**config.mk**
```make
export PLATFORM = sky130hd
export DESIGN_NAME = ps2_uart_rx_conditioner_flat
export DESIGN_NICKNAME = d
export VERILOG_FILES = /design/src/rtl/ps2_uart_rx_conditioner_pkg.sv /design/src/rtl/ps2_uart_rx_conditioner_if.sv /design/src/rtl/ps2_uart_rx_conditioner_chan.sv /design/src/rtl/ps2_uart_rx_conditioner.sv /design/src/flat_wrapper.sv
export SDC_FILE = /design/constraint.sdc
export NUM_CORES = 1
export LEC_CHECK = 0
export BUFFER_PORTS_ARGS = -buffer_cell sky130_fd_sc_hd__buf_2
export CORE_AREA = 2 2 72 74
export CTS_BUF_LIST = sky130_fd_sc_hd__clkbuf_4 sky130_fd_sc_hd__clkbuf_8 sky130_fd_sc_hd__clkbuf_16
export CTS_CLUSTER_DIAMETER = 30
export DETAILED_ROUTE_END_ITERATION = 6
export DIE_AREA = 0 0 74 76
export SKIP_CTS_REPAIR_TIMING = 1
export SLEW_MARGIN = 15
export SYNTH_ARGS = -nofsm -noshare
export SYNTH_HDL_FRONTEND = slang
export SYNTH_HIERARCHICAL = 1
export SYNTH_SLANG_ARGS = --single-unit
```
**constraint.sdc**
```tcl
create_clock -name CLK -period 4.05 [get_ports CLK]
set_input_delay 0 -clock CLK [delete_from_list [all_inputs] [get_ports CLK]]
set_output_delay 0 -clock CLK [all_outputs]
set_load 0.1 [all_outputs]
```
**src/rtl/ps2_uart_rx_conditioner_pkg.sv**
```systemverilog
// Shared constants and helpers for the PS2 UART receive conditioner.
package ps2_uart_pkg;

  // Default parameter values for the conditioner and its per-line channel.
  localparam int DEF_CHANNELS     = 1;
  localparam int DEF_SYNC_STAGES  = 2;
  localparam int DEF_FILTER_LEN   = 4;
  localparam int DEF_BREAK_CYCLES = 4096;
  localparam int DEF_LED_CYCLES   = 1048576;

  // A UART line idles (marks) high; this is also the safe level toward the host.
  localparam logic IDLE_LVL = 1'b1;

  // Width of a counter that must be able to hold the value max_val.
  function automatic int cnt_w(input int max_val);
    return (max_val < 1) ? 1 : $clog2(max_val + 1);
  endfunction

endpackage

```
**src/rtl/ps2_uart_rx_conditioner_if.sv**
```systemverilog
// RX-side bus between the target pins / host AD bus and the conditioner.
interface ps2_uart_rx_conditioner_if #(
  parameter int CHANNELS = 1
);

  logic [CHANNELS-1:0] rx_in;    // raw target RX pins, asynchronous, idle high
  logic                enable;   // synchronous output enable toward the host
  logic [CHANNELS-1:0] rx_out;   // conditioned RX toward the FT AD bus
  logic [CHANNELS-1:0] brk;      // per-channel break indication
  logic                led_act;  // stretched activity indicator

  // Side that owns the pins and the enable (board / testbench).
  modport master (
    output rx_in, enable,
    input  rx_out, brk, led_act
  );

  // The conditioner itself.
  modport slave (
    input  rx_in, enable,
    output rx_out, brk, led_act
  );

endinterface

```
**src/rtl/ps2_uart_rx_conditioner_chan.sv**
```systemverilog
// One RX line: synchroniser, stability filter and break counter.
// f_next is exported so the top can register rx_out on the same edge as f.
module ps2_uart_rx_chan
  import ps2_uart_pkg::*;
#(
  parameter int SYNC_STAGES  = DEF_SYNC_STAGES,
  parameter int FILTER_LEN   = DEF_FILTER_LEN,
  parameter int BREAK_CYCLES = DEF_BREAK_CYCLES
) (
  input  logic CLK,
  input  logic nRST,
  input  logic rx_raw,
  output logic f,
  output logic f_next,
  output logic brk
);

  localparam int CW = cnt_w(FILTER_LEN);
  localparam int BW = cnt_w(BREAK_CYCLES);

  logic [SYNC_STAGES-1:0] sync;
  logic                   s;
  logic [CW-1:0]          c, c_next;
  logic [BW-1:0]          b, b_next;

  // Synchroniser chain; resets to idle so a reset never fakes a start bit.
  always_ff @(posedge CLK or negedge nRST) begin
    if (!nRST) sync <= {SYNC_STAGES{IDLE_LVL}};
    else       sync <= {sync[SYNC_STAGES-2:0], rx_raw};
  end

  assign s = sync[SYNC_STAGES-1];

  // Filter and break next-state: the level only moves after FILTER_LEN
  // consecutive disagreeing samples; break counts cycles of filtered low,
  // judged on f_next so brk lines up with the edge rx_out changes on.
  always_comb begin
    f_next = f;
    c_next = '0;
    if (s != f) begin
      if (c == CW'(FILTER_LEN - 1)) f_next = s;
      else                          c_next = c + CW'(1);
    end
    if (f_next == 1'b0) b_next = (b == BW'(BREAK_CYCLES)) ? b : b + BW'(1);
    else                b_next = '0;
  end

  // Filter level, filter counter, break counter and registered break flag.
  always_ff @(posedge CLK or negedge nRST) begin
    if (!nRST) begin
      f   <= IDLE_LVL;
      c   <= '0;
      b   <= '0;
      brk <= 1'b0;
    end else begin
      f   <= f_next;
      c   <= c_next;
      b   <= b_next;
      brk <= (b_next == BW'(BREAK_CYCLES));
    end
  end

endmodule

```
**src/rtl/ps2_uart_rx_conditioner.sv**
```systemverilog
// Receive-side conditioner between PS2 UART lines and the FT2232 AD bus.
// Per-line conditioning lives in ps2_uart_rx_chan; this level adds the
// host-side enable gating and the shared, retriggerable activity stretch.
module ps2_uart_rx_conditioner
  import ps2_uart_pkg::*;
#(
  parameter int CHANNELS     = DEF_CHANNELS,
  parameter int SYNC_STAGES  = DEF_SYNC_STAGES,
  parameter int FILTER_LEN   = DEF_FILTER_LEN,
  parameter int BREAK_CYCLES = DEF_BREAK_CYCLES,
  parameter int LED_CYCLES   = DEF_LED_CYCLES
) (
  input logic                       CLK,
  input logic                       nRST,
  ps2_uart_rx_conditioner_if.slave  bus
);

  localparam int LW = cnt_w(LED_CYCLES);

  logic [CHANNELS-1:0] f, f_next, brk_ch;
  logic                fall;
  logic [LW-1:0]       led_cnt, led_next;

  for (genvar i = 0; i < CHANNELS; i++) begin : g_ch
    ps2_uart_rx_chan #(
      .SYNC_STAGES  (SYNC_STAGES),
      .FILTER_LEN   (FILTER_LEN),
      .BREAK_CYCLES (BREAK_CYCLES)
    ) u_chan (
      .CLK    (CLK),
      .nRST   (nRST),
      .rx_raw (bus.rx_in[i]),
      .f      (f[i]),
      .f_next (f_next[i]),
      .brk    (brk_ch[i])
    );
  end

  assign bus.brk = brk_ch;

  // Any filtered 1->0 on any line is one activity event, however many coincide.
  assign fall = |(f & ~f_next);

  // Activity stretch: load on an edge (also while running), else count down.
  always_comb begin
    led_next = '0;
    if (fall)                 led_next = LW'(LED_CYCLES);
    else if (led_cnt != '0)   led_next = led_cnt - LW'(1);
  end

  // Output registers: gated RX toward the host and the LED stretch.
  always_ff @(posedge CLK or negedge nRST) begin
    if (!nRST) begin
      bus.rx_out  <= {CHANNELS{IDLE_LVL}};
      led_cnt     <= '0;
      bus.led_act <= 1'b0;
    end else begin
      bus.rx_out  <= bus.enable ? f_next : {CHANNELS{IDLE_LVL}};
      led_cnt     <= led_next;
      bus.led_act <= (led_next != '0);
    end
  end

endmodule

```
**src/flat_wrapper.sv**
```systemverilog
// flat-port wrapper written by rule: the top's interface ports become plain ports
module ps2_uart_rx_conditioner_flat import ps2_uart_pkg::*;
#(
  parameter int CHANNELS     = DEF_CHANNELS,
  parameter int SYNC_STAGES  = DEF_SYNC_STAGES,
  parameter int FILTER_LEN   = DEF_FILTER_LEN,
  parameter int BREAK_CYCLES = DEF_BREAK_CYCLES,
  parameter int LED_CYCLES   = DEF_LED_CYCLES
)
  (CLK, nRST, bus_rx_in, bus_enable, bus_rx_out, bus_brk, bus_led_act);
  ps2_uart_rx_conditioner_if #(.CHANNELS(CHANNELS)) bus_i ();
  input logic CLK;
  input logic nRST;
  input wire logic [$bits(bus_i.rx_in)-1:0] bus_rx_in;
  input wire logic [$bits(bus_i.enable)-1:0] bus_enable;
  output wire logic [$bits(bus_i.rx_out)-1:0] bus_rx_out;
  output wire logic [$bits(bus_i.brk)-1:0] bus_brk;
  output wire logic [$bits(bus_i.led_act)-1:0] bus_led_act;
  assign bus_i.rx_in = bus_rx_in;
  assign bus_i.enable = bus_enable;
  assign bus_rx_out = bus_i.rx_out;
  assign bus_brk = bus_i.brk;
  assign bus_led_act = bus_i.led_act;
  ps2_uart_rx_conditioner #(.CHANNELS(CHANNELS), .SYNC_STAGES(SYNC_STAGES), .FILTER_LEN(FILTER_LEN), .BREAK_CYCLES(BREAK_CYCLES), .LED_CYCLES(LED_CYCLES)) u_core (.CLK(CLK), .nRST(nRST), .bus(bus_i));
endmodule
```
## Yosys cells after proc, flatten, opt, wreduce, memory -nomap -nowiden

Cells that the tools add are included.

| word-level totals | value |
|---|---|
| register bits | 43 |
| input bits | 4 |
| output and inout bits | 3 |
| logic and storage cells | 28 |

| operators by class | value |
|---|---|
| add/subtract/negate cells | 3 |
| equality and inequality tests | 4 |
| muxes and demuxes | 9 |
| bitwise operators | 2 |
| reductions and logical operators | 2 |

Operators with widths:

| cell | number |
|---|---|
| $mux 21 | 2 |
| $reduce_bool 21->1 | 2 |
| $eq 13x13->1 const B | 2 |
| $mux 13 | 2 |
| $sub 21x1->21 const B | 1 |
| $add 13x1->13 const B | 1 |
| $mux 3 | 2 |
| $add 3x1->3 const B | 1 |
| $eq 3x2->1 const B | 1 |
| $mux 1 | 3 |
| $and 1x1->1 | 1 |
| $ne 1x1->1 | 1 |
| $not 1->1 | 1 |

## Longest topological paths before layout

Gate-level depths: netlist of run 1.

| logic depth | value |
|---|---|
| depth in word-level cells | 7 |
| depth in mapped cells | 10 |
| depth with buffers taken out | 9 |

## Cells and area by module

The synthesis of run 1 kept the hierarchy.

By module, submodules not included:

| module | instances | cells an instance | area each (um^2) | seq. area each (um^2) |
|---|---|---|---|---|
| ps2_uart_rx_conditioner | 1 | 126 | 1244.9 | 576.8 |
| ps2_uart_rx_chan | 1 | 104 | 1096.1 | 504.2 |

## Worst setup path before layout of run 1

No wires, ideal clock.

| path | value |
|---|---|
| kind | register to register |
| from | reg u_core.led_cnt[0] |
| to | reg u_core.led_cnt[19] |
| setup time | 0.121 ns |
| arrival time | 2.144 ns |
| data required time | 3.929 ns |
| path slack | 1.785 ns |
| stages on the path, launching flop included | 11 |
| path buffers | 2 |
| period minus slack after synthesis | 2.265 ns |
| cells stage by stage | dfrtp_1 -> inv_1 -> ha_1 -> nor3b_1 -> and2_0 -> clkbuf_1 -> nand2_2 -> or3_1 -> o21bai_2 -> buf_4 -> nor2_1 |

| between the ends | value |
|---|---|
| longest elaborated chain between the ends | 3 |
| elaborated cells on any way between the ends | 4 |
| classes of those cells | add/sub (1); mux (2); reduce/logical (1) |

Ends and longest elaborated chain:

| element | RTL line | text |
|---|---|---|
| from (decl) | ps2_uart_rx_conditioner.sv:22 | `logic [LW-1:0] led_cnt, led_next;` |
| from (signal assigned) | ps2_uart_rx_conditioner.sv:59 | `led_cnt <= led_next;` |
| $sub 21x1->21 or $reduce_bool 21->1 (tied branches) | ps2_uart_rx_conditioner.sv:48 | `else if (led_cnt != '0) led_next = led_cnt - LW'(1);` |
| $mux 21 (*) | ps2_uart_rx_conditioner.sv:48 |  |
| $mux 21 (*) | ps2_uart_rx_conditioner.sv:47 | `if (fall) led_next = LW'(LED_CYCLES);` |
| net u_core.led_next[19] | ps2_uart_rx_conditioner.sv:22 |  |

The timed path passes the listed nets; every way through them passes the cells marked *.

## Worst setup path after layout of run 1

| path | value |
|---|---|
| from | reg u_core.led_cnt[0] |
| to | reg u_core.led_cnt[2] |

The elaborated chain is that of the path after synthesis.

==> flow_metrics.py, run 1 <==
metrics = {
    "final_layout": {
        "multi_input_area_um2": 1176,
        "drive_above_1_share_pct": 15.48,
        "n_antenna_cell": 0,
        "nets": 246,
        "seq_area_um2": 1081,
        "syn_to_final_growth_pct": 8.284,
        "post-route-util_pct": 51.60,
        "layout.cells.non_filler": 309,
        "fillers": 455,
    },
    "worst_setup_path": {
        "crit_required_ns": 4.20,
        "worstSetupPathType": "reg2reg",
        "startpoint_type": "flip-flop",
        "path_max_fanout": 20,
        "cp.arrival_ns": 3.04,
        "end_kind": "flip-flop",
    },
    "global_routing": {
        "grt_max_degree": 44,
        "grt_pass1_vias": 1652,
        "track_usage_pct": 16.47,
        "grt_antenna_before_repair": 0,
        "grt_pass1_wl_mm": 7.389,
        "overflow": 0,
    },
    "logic_synthesis": {
        "yosys_register_bits": 43,
        "synthArstFlopShare_pct": 100.0,
        "synthesis.area_um2": 2341,
        "ys.flop_type": "dfrtp_1",
        "syn_avg_cell_area_um2": 10.18,
        "synth-edff-count": 0,
        "seq_area_frac_synth_pct": 46.18,
        "ys_warn_count": 6,
        "mappedNetlistNets": 238,
        "synth_cells": 230,
        "yosysUniqueCellTypes": 53,
    },
    "detailed_routing": {
        "drt-pass1-iter-count": 4,
        "drc_errors": 0,
        "drtAntennaViolNets": 0,
        "vias": 1648,
        "via_per_inst": 5.333,
        "wl_per_cell_um": 13.33,
        "drtIter0Drc": 70,
        "finalWirelength_mm": 4.119,
    },
    "floorplan": {
        "die_area_um2": 5624,
        "pin_count": 7,
        "die_y_um": 76,
        "die_w_um": 74,
        "start_util_pct": 47.66,
        "rows": 26,
        "core_area_um2": 4912,
    },
    "placement": {
        "portBuffers": 6,
        "dpl.hpwl_mm": 2.850,
        "dp.cells": 298,
        "gp_congestion": 0.7648,
        "place_ws_ns": 1.128,
    },
    "clocking": {
        "cts.sinks": 43,
        "htree_levels": 2,
        "cts_root_buffer": "clkbuf_8",
        "clock_latency_ns": 0.29,
        "numCtsBuffers": 5,
        "cts_tree": "done",
        "clk_path_buf_depth": 2,
        "clkTransAtPathRegs_ns": 0.08,
    },
    "sta": {
        "fin_crit_ns": 2.885,
        "drv_slew": 0,
        "worst_slew_pin_slew_ns": 0.9291,
        "relSlewSlack_pct": 38.06,
        "fin_tns_setup_ns": 0,
        "fmax_mhz": 346.6,
        "skew_ns": 0.006342,
        "rsz0062_at_grt": "no",
        "hold_violations": 0,
        "fin_ws_ns": 1.165,
        "setup_violations": 0,
        "finalCritPeriodShare_pct": 71.24,
    },
    "power": {
        "p_int_mw": 1.002,
        "power_frac_clock_pct": 18.1,
        "powerDensity_nw_per_um2": 663.1,
        "switching_power_mw": 0.6786,
        "power_mw": 1.681,
        "pwr-share-comb_pct": 40.5,
        "netSwitchingFraction_pct": 40.37,
        "ir_worst_vdd_mv": 0.2549,
        "p_seq_share_pct": 41.4,
        "p_leak_nw": 1.059,
    },
    "job": {
        "max_cap_violations": 0,
    },
    "worst_hold_path": {
        "hold_class": "in2reg",
    },
    "run_status": {
        "outcome": "finished clean",
    },
}
path summary, 6_finish.rpt:
path	depth (start not counted)	slack, ns	end	from
max	8	1.16	u_core/led_cnt[2]	u_core/led_cnt[0]
min	2	0.34	u_core/g_ch[0].u_chan/sync[0]	bus_rx_in
max reg2reg	8	1.16	u_core/led_cnt[2]	u_core/led_cnt[0]
min reg2reg	0	0.36	u_core/g_ch[0].u_chan/sync[1]	u_core/g_ch[0].u_chan/sync[0]
max in group asynchronous	2	3.09	u_core/g_ch[0].u_chan/brk	nRST
min in group asynchronous	2	0.38	u_core/led_cnt[6]	nRST
Yosys cell counts, types with 3 or more instances:
cell | number | area [µm²]
a21oi_1 | 6 | 30.03
a31oi_1 | 4 | 25.02
and4_1 | 4 | 35.03
buf_4 | 3 | 22.52
dfrtp_1 | 39 | 975.9
dfstp_2 | 4 | 105.1
ha_1 | 4 | 50.05
inv_1 | 7 | 26.28
nand2_1 | 11 | 41.29
nand3_1 | 4 | 20.02
nand4_1 | 6 | 37.54
nor2_1 | 38 | 142.6
nor2b_1 | 3 | 18.77
nor3_1 | 7 | 35.03
nor3b_1 | 4 | 30.03
o31ai_1 | 4 | 30.03
or3_1 | 9 | 56.30
xnor2_1 | 19 | 166.4
xor2_1 | 10 | 87.58
metrics by stage:
step	instance area (µm²)	hold slack (ns)
2_1_floorplan	2341	-0.2956
3_3_place_gp	2401	0.1058
3_5_place_dp	2401	0.1062
4_1_cts	2505	-0.2118
5_1_grt	2535	0.3579
6_report	2535	0.3449
power by group through the flow:
stage	Clock (mW)	Combinational (mW)	Sequential (mW)
finish	0.304	0.681	0.696
global route	0.334	0.772	0.715
CTS	0.316	0.688	0.695
detailed placement	0	0.684	0.703
global placement	0	0.679	0.701
floorplan	0	0.575	0.691
per-layer routing:
metal  track usage (%)  up-vias  wire length [µm]
li1                  -      821                 -
met1             21.12      796              1952
met2             27.59       24              2001
met3             2.778        7               110
met4             5.818        0                56
met5                 0        -                 0
logic make-up after synthesis:
| logic type | synth area share [%] |
|---|---|
| and+or+nand+nor | 29.66 |
| DFF | 46.18 |
| xor gates and xnor gates | 10.85 |
| AOI/OAI and AO/OA | 6.681 |
| buffers and inverters | 3.581 |
| adders and majority gates | 2.138 |
| muxes | 0.9086 |
cell usage in the layout (no fill, tap or decap), types with 3 or more instances in the layout:
cell           count
nand4_1            6
and4_1             4
nor2b_1            3
nor3b_1            4
xnor2_1           19
clkbuf_8           7
a21oi_1            6
nor2_1            38
a31oi_1            4
nand3_1            4
nor3_1             7
ha_1               4
xor2_1            10
dfrtp_1           39
inv_1              7
or3_1              9
buf_2              6
o31ai_1            4
dlygate4sd3_1      3
nand2_1           11
dfstp_2            4
sequential cells by signal (all words and copies together), names as in the netlist:
name / cells
u_core/g_ch.u_chan/sync: 2
u_core/g_ch.u_chan/brk: 1
u_core/g_ch.u_chan/b: 13
u_core/g_ch.u_chan/c: 3
u_core/bus.rx_out: 1
u_core/bus.led_act: 1
u_core/led_cnt: 21
u_core/g_ch.u_chan/f: 1
final cells by class:
type                       count  area share, %
timing repair buffer           9          2.369
multi-input combinational    172          46.40
clock inverter                 1         0.2962
inverter                       7          1.037
tap                           70          3.455
sequential                    43          42.65
clock buffer                   7          3.801
worst max-delay path, stage by stage, from the launching register on:
cell and delay (ns):
dfrtp_1 0.41, inv_1 0.07, ha_1 0.18, nor3b_1 0.39, and2_0 0.37, nand2_2 0.17
or3_1 0.39, o21bai_2 0.65, nor2_1 0.12
No activity file was read; power rests on OpenSTA's default activity.
==> run 2: changes to the inputs <==
- PLACE_DENSITY: default -> 0.67
- clock period: 4.05 -> 2.41 ns (I/O delays scaled with it)
==> flow_metrics.py, run 2 (same netlist as run 1, synthesis figures left out) <==
metrics = {
    "floorplan": {
        "pin_count": 7,
        "die_area_um2": 5624,
        "die_w_um": 74,
        "rows": 26,
        "die_y_um": 76,
        "start_util_pct": 47.66,
        "core_area_um2": 4912,
    },
    "sta": {
        "setup_violations": 0,
        "rsz0062_at_grt": "no",
        "drv_slew": 0,
        "fin_tns_setup_ns": 0,
        "finalCritPeriodShare_pct": 93.91,
        "fin_crit_ns": 2.263,
        "worst_slew_pin_slew_ns": 0.9431,
        "hold_violations": 0,
        "relSlewSlack_pct": 37.13,
        "fmax_mhz": 441.9,
        "hold-worst-slack_ns": 0.3476,
        "skew_ns": 0.007083,
        "fin_ws_ns": 0.1469,
    },
    "worst_setup_path": {
        "end_kind": "flip-flop",
        "worstSetupPathType": "reg2reg",
        "reg2reg_to": "u_core/bus.led_act",
        "startpoint_type": "flip-flop",
        "worstSetupPathDepth": 6,
        "crit_family": "simple AND/OR/NAND/NOR gates",
        "crit_path_end": "u_core/bus.led_act",
        "cpMaxStageDelayCell": "or4_4",
        "rr_worst_depth": 6,
        "cp-startpoint": "u_core/led_cnt[4]",
        "path_max_fanout": 4,
        "regToRegSetupSlack_ns": 0.15,
        "critPathMaxStageDelay_ns": 0.54,
        "worst-path-buf-inv": 0,
        "r2r_start": "u_core/led_cnt[4]",
        "cp.arrival_ns": 2.43,
        "crit_chain": "or4_4 -> or3_1 -> xnor2_1 -> o31ai_1 -> and4_1 -> a31oi_1",
        "crit_required_ns": 2.58,
    },
    "clocking": {
        "clkTransAtPathRegs_ns": 0.08,
        "htree_levels": 2,
        "clock_latency_ns": 0.30,
        "cts_tree": "done",
        "cts.sinks": 43,
        "numCtsBuffers": 5,
        "clk_path_buf_depth": 2,
        "cts_root_buffer": "clkbuf_8",
    },
    "detailed_routing": {
        "drc_errors": 0,
        "drtAntennaViolNets": 0,
        "finalWirelength_mm": 4.293,
        "via_per_inst": 5.397,
        "drtIter0Drc": 109,
        "vias": 1711,
        "wl_per_cell_um": 13.54,
        "drt-pass1-iter-count": 4,
    },
    "worst_hold_path": {
        "hold_class": "in2reg",
        "min_path_cells": 2,
    },
    "global_routing": {
        "grt_max_degree": 44,
        "track_usage_pct": 18.02,
        "grt_pass1_vias": 1750,
        "grt_pass1_wl_mm": 7.983,
        "overflow": 0,
        "grt_antenna_before_repair": 0,
    },
    "final_layout": {
        "post-route-util_pct": 52.52,
        "top_regs": "u_core/led_cnt x21, u_core/g_ch.u_chan/b x13, u_core/g_ch.u_chan/c x3",
        "final_common_cell": "dfrtp_1",
        "drive_above_1_share_pct": 18.22,
        "nets": 254,
        "largest_reg_flops": 21,
        "fillers": 452,
        "final_cell_mix": "dfrtp_1 (39), nor2_1 (38), xnor2_1 (19)",
        "layout.cells.non_filler": 317,
        "regMostFlops": "u_core/led_cnt",
        "n_antenna_cell": 0,
        "final_cell_area_um2": 2580,
        "syn_to_final_growth_pct": 10.21,
    },
    "job": {
        "max_cap_violations": 0,
    },
    "power": {
        "p_leak_nw": 1.097,
        "ir_worst_vdd_mv": 0.4515,
        "powerDensity_nw_per_um2": 1114,
        "power_mw": 2.874,
    },
    "placement": {
        "placed_area_um2": 2461,
        "dp.cells": 306,
        "gp_congestion": 0.7613,
        "dpl.hpwl_mm": 2.984,
        "portBuffers": 6,
        "place_ws_ns": 0.1512,
    },
    "run_status": {
        "outcome": "finished clean",
    },
}
## run 2: worst reg2reg max path, cell delays in order, from the launching register on
cell and delay, ns:
dfrtp_1 0.44, or4_4 0.54, or3_1 0.49, xnor2_1 0.17, o31ai_1 0.19, and4_1 0.22, a31oi_1 0.09
## run 2: final cells by class
cell class                 count  area (µm²)  area share (%)
multi-input combinational    172        1176           45.59
clock buffer                   7       83.83           3.249
tap                           70       87.58           3.395
timing repair buffer          17       120.1           4.656
inverter                       7       26.28           1.018
clock inverter                 1       5.005          0.1940
sequential                    43        1081           41.90
## run 2: per-layer routing
layer | GRT usage [%] | wire length, µm | vias to the layer above
met5 | 0 | 0 | -
met4 | 8.000 | 114 | 0
met3 | 4.630 | 128 | 12
met2 | 27.68 | 2095 | 28
met1 | 23.71 | 1955 | 836
li1 | - | - | 835
## run 2: worst min-delay path by stage
stage	endpoint	startpoint
floorplan	u_core/bus.led_act	nRST
global placement	u_core/g_ch[0].u_chan/sync[0]	bus_rx_in
detailed placement	u_core/g_ch[0].u_chan/sync[0]	bus_rx_in
CTS	u_core/g_ch[0].u_chan/sync[0]	bus_rx_in
global route	u_core/g_ch[0].u_chan/sync[0]	bus_rx_in
finish	u_core/g_ch[0].u_chan/sync[0]	bus_rx_in
## run 2: where the power goes
| part | leakage [nW] | total [mW] | internal [mW] | switching (mW) |
|---|---|---|---|---|
| combinational | 0.491 | 1.25 | 0.559 | 0.692 |
| sequential | 0.557 | 1.16 | 0.931 | 0.224 |
| clock | 0.0491 | 0.468 | 0.226 | 0.242 |
| total | 1.10 | 2.87 | 1.72 | 1.16 |
==> run 3: changes to the inputs <==
--- a/config.mk
+++ b/config.mk
@@ -7,8 +7,9 @@
 export LEC_CHECK = 0
+export ABC_AREA = 1
 export BUFFER_PORTS_ARGS = -buffer_cell sky130_fd_sc_hd__buf_2
-export CORE_AREA = 2 2 72 74
+export CORE_AREA = 2 2 75 77
 export CTS_BUF_LIST = sky130_fd_sc_hd__clkbuf_4 sky130_fd_sc_hd__clkbuf_8 sky130_fd_sc_hd__clkbuf_16
-export CTS_CLUSTER_DIAMETER = 30
+export CTS_CLUSTER_DIAMETER = 80
 export DETAILED_ROUTE_END_ITERATION = 6
-export DIE_AREA = 0 0 74 76
+export DIE_AREA = 0 0 77 79
 export PLACE_DENSITY = 0.67
==> constraint.sdc (replaced) <==
create_clock -name CLK -period 2.41 [get_ports CLK]
set_input_delay 0.1205 -clock CLK [delete_from_list [all_inputs] [get_ports CLK]]
set_output_delay 0.1205 -clock CLK [all_outputs]
set_load 0.1 [all_outputs]
==> flow_metrics.py, run 3 <==
metrics = {
    "sta": {
        "fin_ws_ns": 0.3406,
        "rsz0062_at_grt": "no",
        "fmax_mhz": 483.2,
        "finalCritPeriodShare_pct": 85.87,
        "drv_slew": 0,
        "hold-worst-slack_ns": -0.03523,
        "setup_violations": 0,
        "skew_ns": 0.01052,
        "relSlewSlack_pct": 37.45,
        "worst_slew_pin_slew_ns": 0.9383,
        "hold_violations": 39,
        "fin_tns_setup_ns": 0,
        "fin_crit_ns": 2.069,
    },
    "clocking": {
        "numCtsBuffers": 5,
        "htree_levels": 2,
        "clkTransAtPathRegs_ns": 0.08,
        "clock_latency_ns": 0.29,
        "cts_tree": "done",
        "cts.sinks": 43,
        "clk_path_buf_depth": 2,
        "cts_root_buffer": "clkbuf_8",
    },
    "final_layout": {
        "layout.cells.non_filler": 430,
        "syn_to_final_growth_pct": 9.095,
        "top_regs": "u_core/led_cnt x21, u_core/g_ch.u_chan/b x13, u_core/g_ch.u_chan/c x3",
        "nets": 365,
        "regMostFlops": "u_core/led_cnt",
        "final_cell_mix": "nand2_1 (83), nor2_1 (57), inv_1 (52)",
        "final_common_cell": "nand2_1",
        "final_cell_area_um2": 2776,
        "drive_above_1_share_pct": 17.04,
        "largest_reg_flops": 21,
        "n_antenna_cell": 0,
    },
    "worst_setup_path": {
        "worstSetupPathType": "reg2reg",
        "crit_family": "simple AND/OR/NAND/NOR gates",
        "startpoint_type": "flip-flop",
        "cp.arrival_ns": 2.24,
        "crit_required_ns": 2.58,
        "end_kind": "flip-flop",
        "reg2reg_to": "u_core/bus.led_act",
        "worstSetupPathDepth": 13,
        "cpMaxStageDelayCell": "dfrtp_1",
        "crit_chain": "ha_1 -> nand2_2 -> inv_2 -> o21ai_1 -> inv_1 -> inv_1 -> nand2_1 -> nand2_4 -> inv_1 -> o21ai_0 -> nand2_1 -> nor2_1 -> nand3_1",
        "regToRegSetupSlack_ns": 0.34,
        "critPathMaxStageDelay_ns": 0.39,
        "worst_path_most_repeated_cell": "inv_1",
        "rr_worst_depth": 13,
        "r2r_start": "u_core/g_ch[0].u_chan/c[0]",
        "path_max_fanout": 14,
        "worst-path-buf-inv": 4,
    },
    "detailed_routing": {
        "wl_per_cell_um": 11.27,
        "finalWirelength_mm": 4.844,
        "drtIter0Drc": 95,
        "drtAntennaViolNets": 0,
        "drt-pass1-iter-count": 4,
        "drc_errors": 0,
        "vias": 2056,
        "via_per_inst": 4.781,
    },
    "logic_synthesis": {
        "synth-edff-count": 0,
        "synth_top_cell_by_area": "dfrtp_1",
        "yosys-top-cells-count": "nand2_1 (83), nor2_1 (57), inv_1 (52)",
        "yosys_register_bits": 43,
        "synthArstFlopShare_pct": 100.0,
        "seq_area_frac_synth_pct": 42.48,
        "synthesis.area_um2": 2545,
        "synthTopCellsByArea": "dfrtp_1 (38%), nand2_1 (12%), nor2_1 (8.4%)",
        "yosysTopAreaCellShare_pct": 38.35,
        "ys.flop_type": "dfrtp_1",
        "mappedNetlistNets": 350,
        "syn_avg_cell_area_um2": 7.441,
        "yosysUniqueCellTypes": 30,
        "yosys.cell_count.top_type": "nand2_1",
        "synth_cells": 342,
        "ys_warn_count": 6,
    },
    "power": {
        "p_leak_nw": 1.492,
        "powerDensity_nw_per_um2": 1138,
        "ir_worst_vdd_mv": 0.4262,
    },
    "worst_hold_path": {
        "hold_class": "in2async",
    },
    "placement": {
        "portBuffers": 6,
        "placed_area_um2": 2653,
        "dpl.hpwl_mm": 3.558,
        "place_ws_ns": 0.3844,
        "gp_congestion": 0.8695,
        "dp.cells": 420,
    },
    "floorplan": {
        "start_util_pct": 47.68,
        "pin_count": 7,
        "rows": 27,
        "die_y_um": 79,
        "core_area_um2": 5338,
        "die_area_um2": 6083,
        "die_w_um": 77,
    },
    "job": {
        "max_cap_violations": 0,
    },
    "global_routing": {
        "overflow": 0,
        "track_usage_pct": 18.38,
        "grt_max_degree": 44,
        "grt_pass1_wl_mm": 8.873,
        "grt_antenna_before_repair": 0,
        "grt_pass1_vias": 2081,
    },
    "run_status": {
        "violations": "hold timing",
        "outcome": "finished, violations left",
    },
}
[run 3: layout make-up]
type / count / area (µm²)
fillers: 555 / 2561
well taps: 72 / 90.09
repair buffers: 10 / 65.06
flip-flops and latches: 43 / 1081
inverters: 58 / 217.7
clock buffers: 8 / 103.9
multi-input cells: 239 / 1219
[run 3: logic make-up (layout without fill, tap and decap cells)]
family	Yosys count	after routing	share of synthesized area, %
AOI/OAI and AO/OA	17	17	4.179
DFF	43	43	42.48
and+or+nand+nor	211	211	39.33
xor gates and xnor gates	7	7	2.409
buffers and inverters	60	76	9.636
adders and majority gates	4	4	1.967
[run 3: worst register-to-register path, delay by kind of cell, from the launching register on]
| family | cells | cell delay (ns) |
|---|---|---|
| and+or+nand+nor | 6 | 0.65 |
| buffers and inverters | 4 | 0.43 |
| DFF | 1 | 0.39 |
| AOI/OAI and AO/OA | 2 | 0.27 |
| adders and majority gates | 1 | 0.22 |
[run 3: per-layer routing]
metal	vias up	track usage, %	routed length (µm)
li1	1075	-	-
met1	932	22.11	2203
met2	38	31.58	2367
met3	11	3.977	160
met4	0	8.750	112
met5	-	0	0
[run 3: worst max-delay path by stage]
stage | startpoint | endpoint
detailed placement | u_core/g_ch[0].u_chan/c[0] | u_core/bus.led_act
CTS | u_core/g_ch[0].u_chan/c[0] | u_core/bus.led_act
global placement | u_core/g_ch[0].u_chan/c[0] | u_core/bus.led_act
global route | u_core/g_ch[0].u_chan/c[0] | u_core/bus.led_act
finish | u_core/g_ch[0].u_chan/c[0] | u_core/bus.led_act
floorplan | u_core/g_ch[0].u_chan/c[0] | u_core/bus.led_act
[run 3: per-stage QoR]
stage | total power [mW] | hold WS (ns) | util, %
after floorplan | 2.343 | -0.1751 | -
after global placement | 2.628 | 0.2265 | 49.70
after detailed placement | 2.640 | 0.2271 | 49.70
after CTS | 3.178 | -0.09658 | 51.64
after global routing | 3.486 | 0.06585 | 52.02
final | 3.159 | -0.03523 | 52.02
[run 3: where the power goes]
group          internal (mW)  leakage, nW  switching [mW]  total, mW
logic                  0.527        0.879            1.05       1.57
clock network          0.273       0.0549           0.241      0.514
registers              0.912        0.558           0.160       1.07
total                   1.71         1.49            1.45       3.16
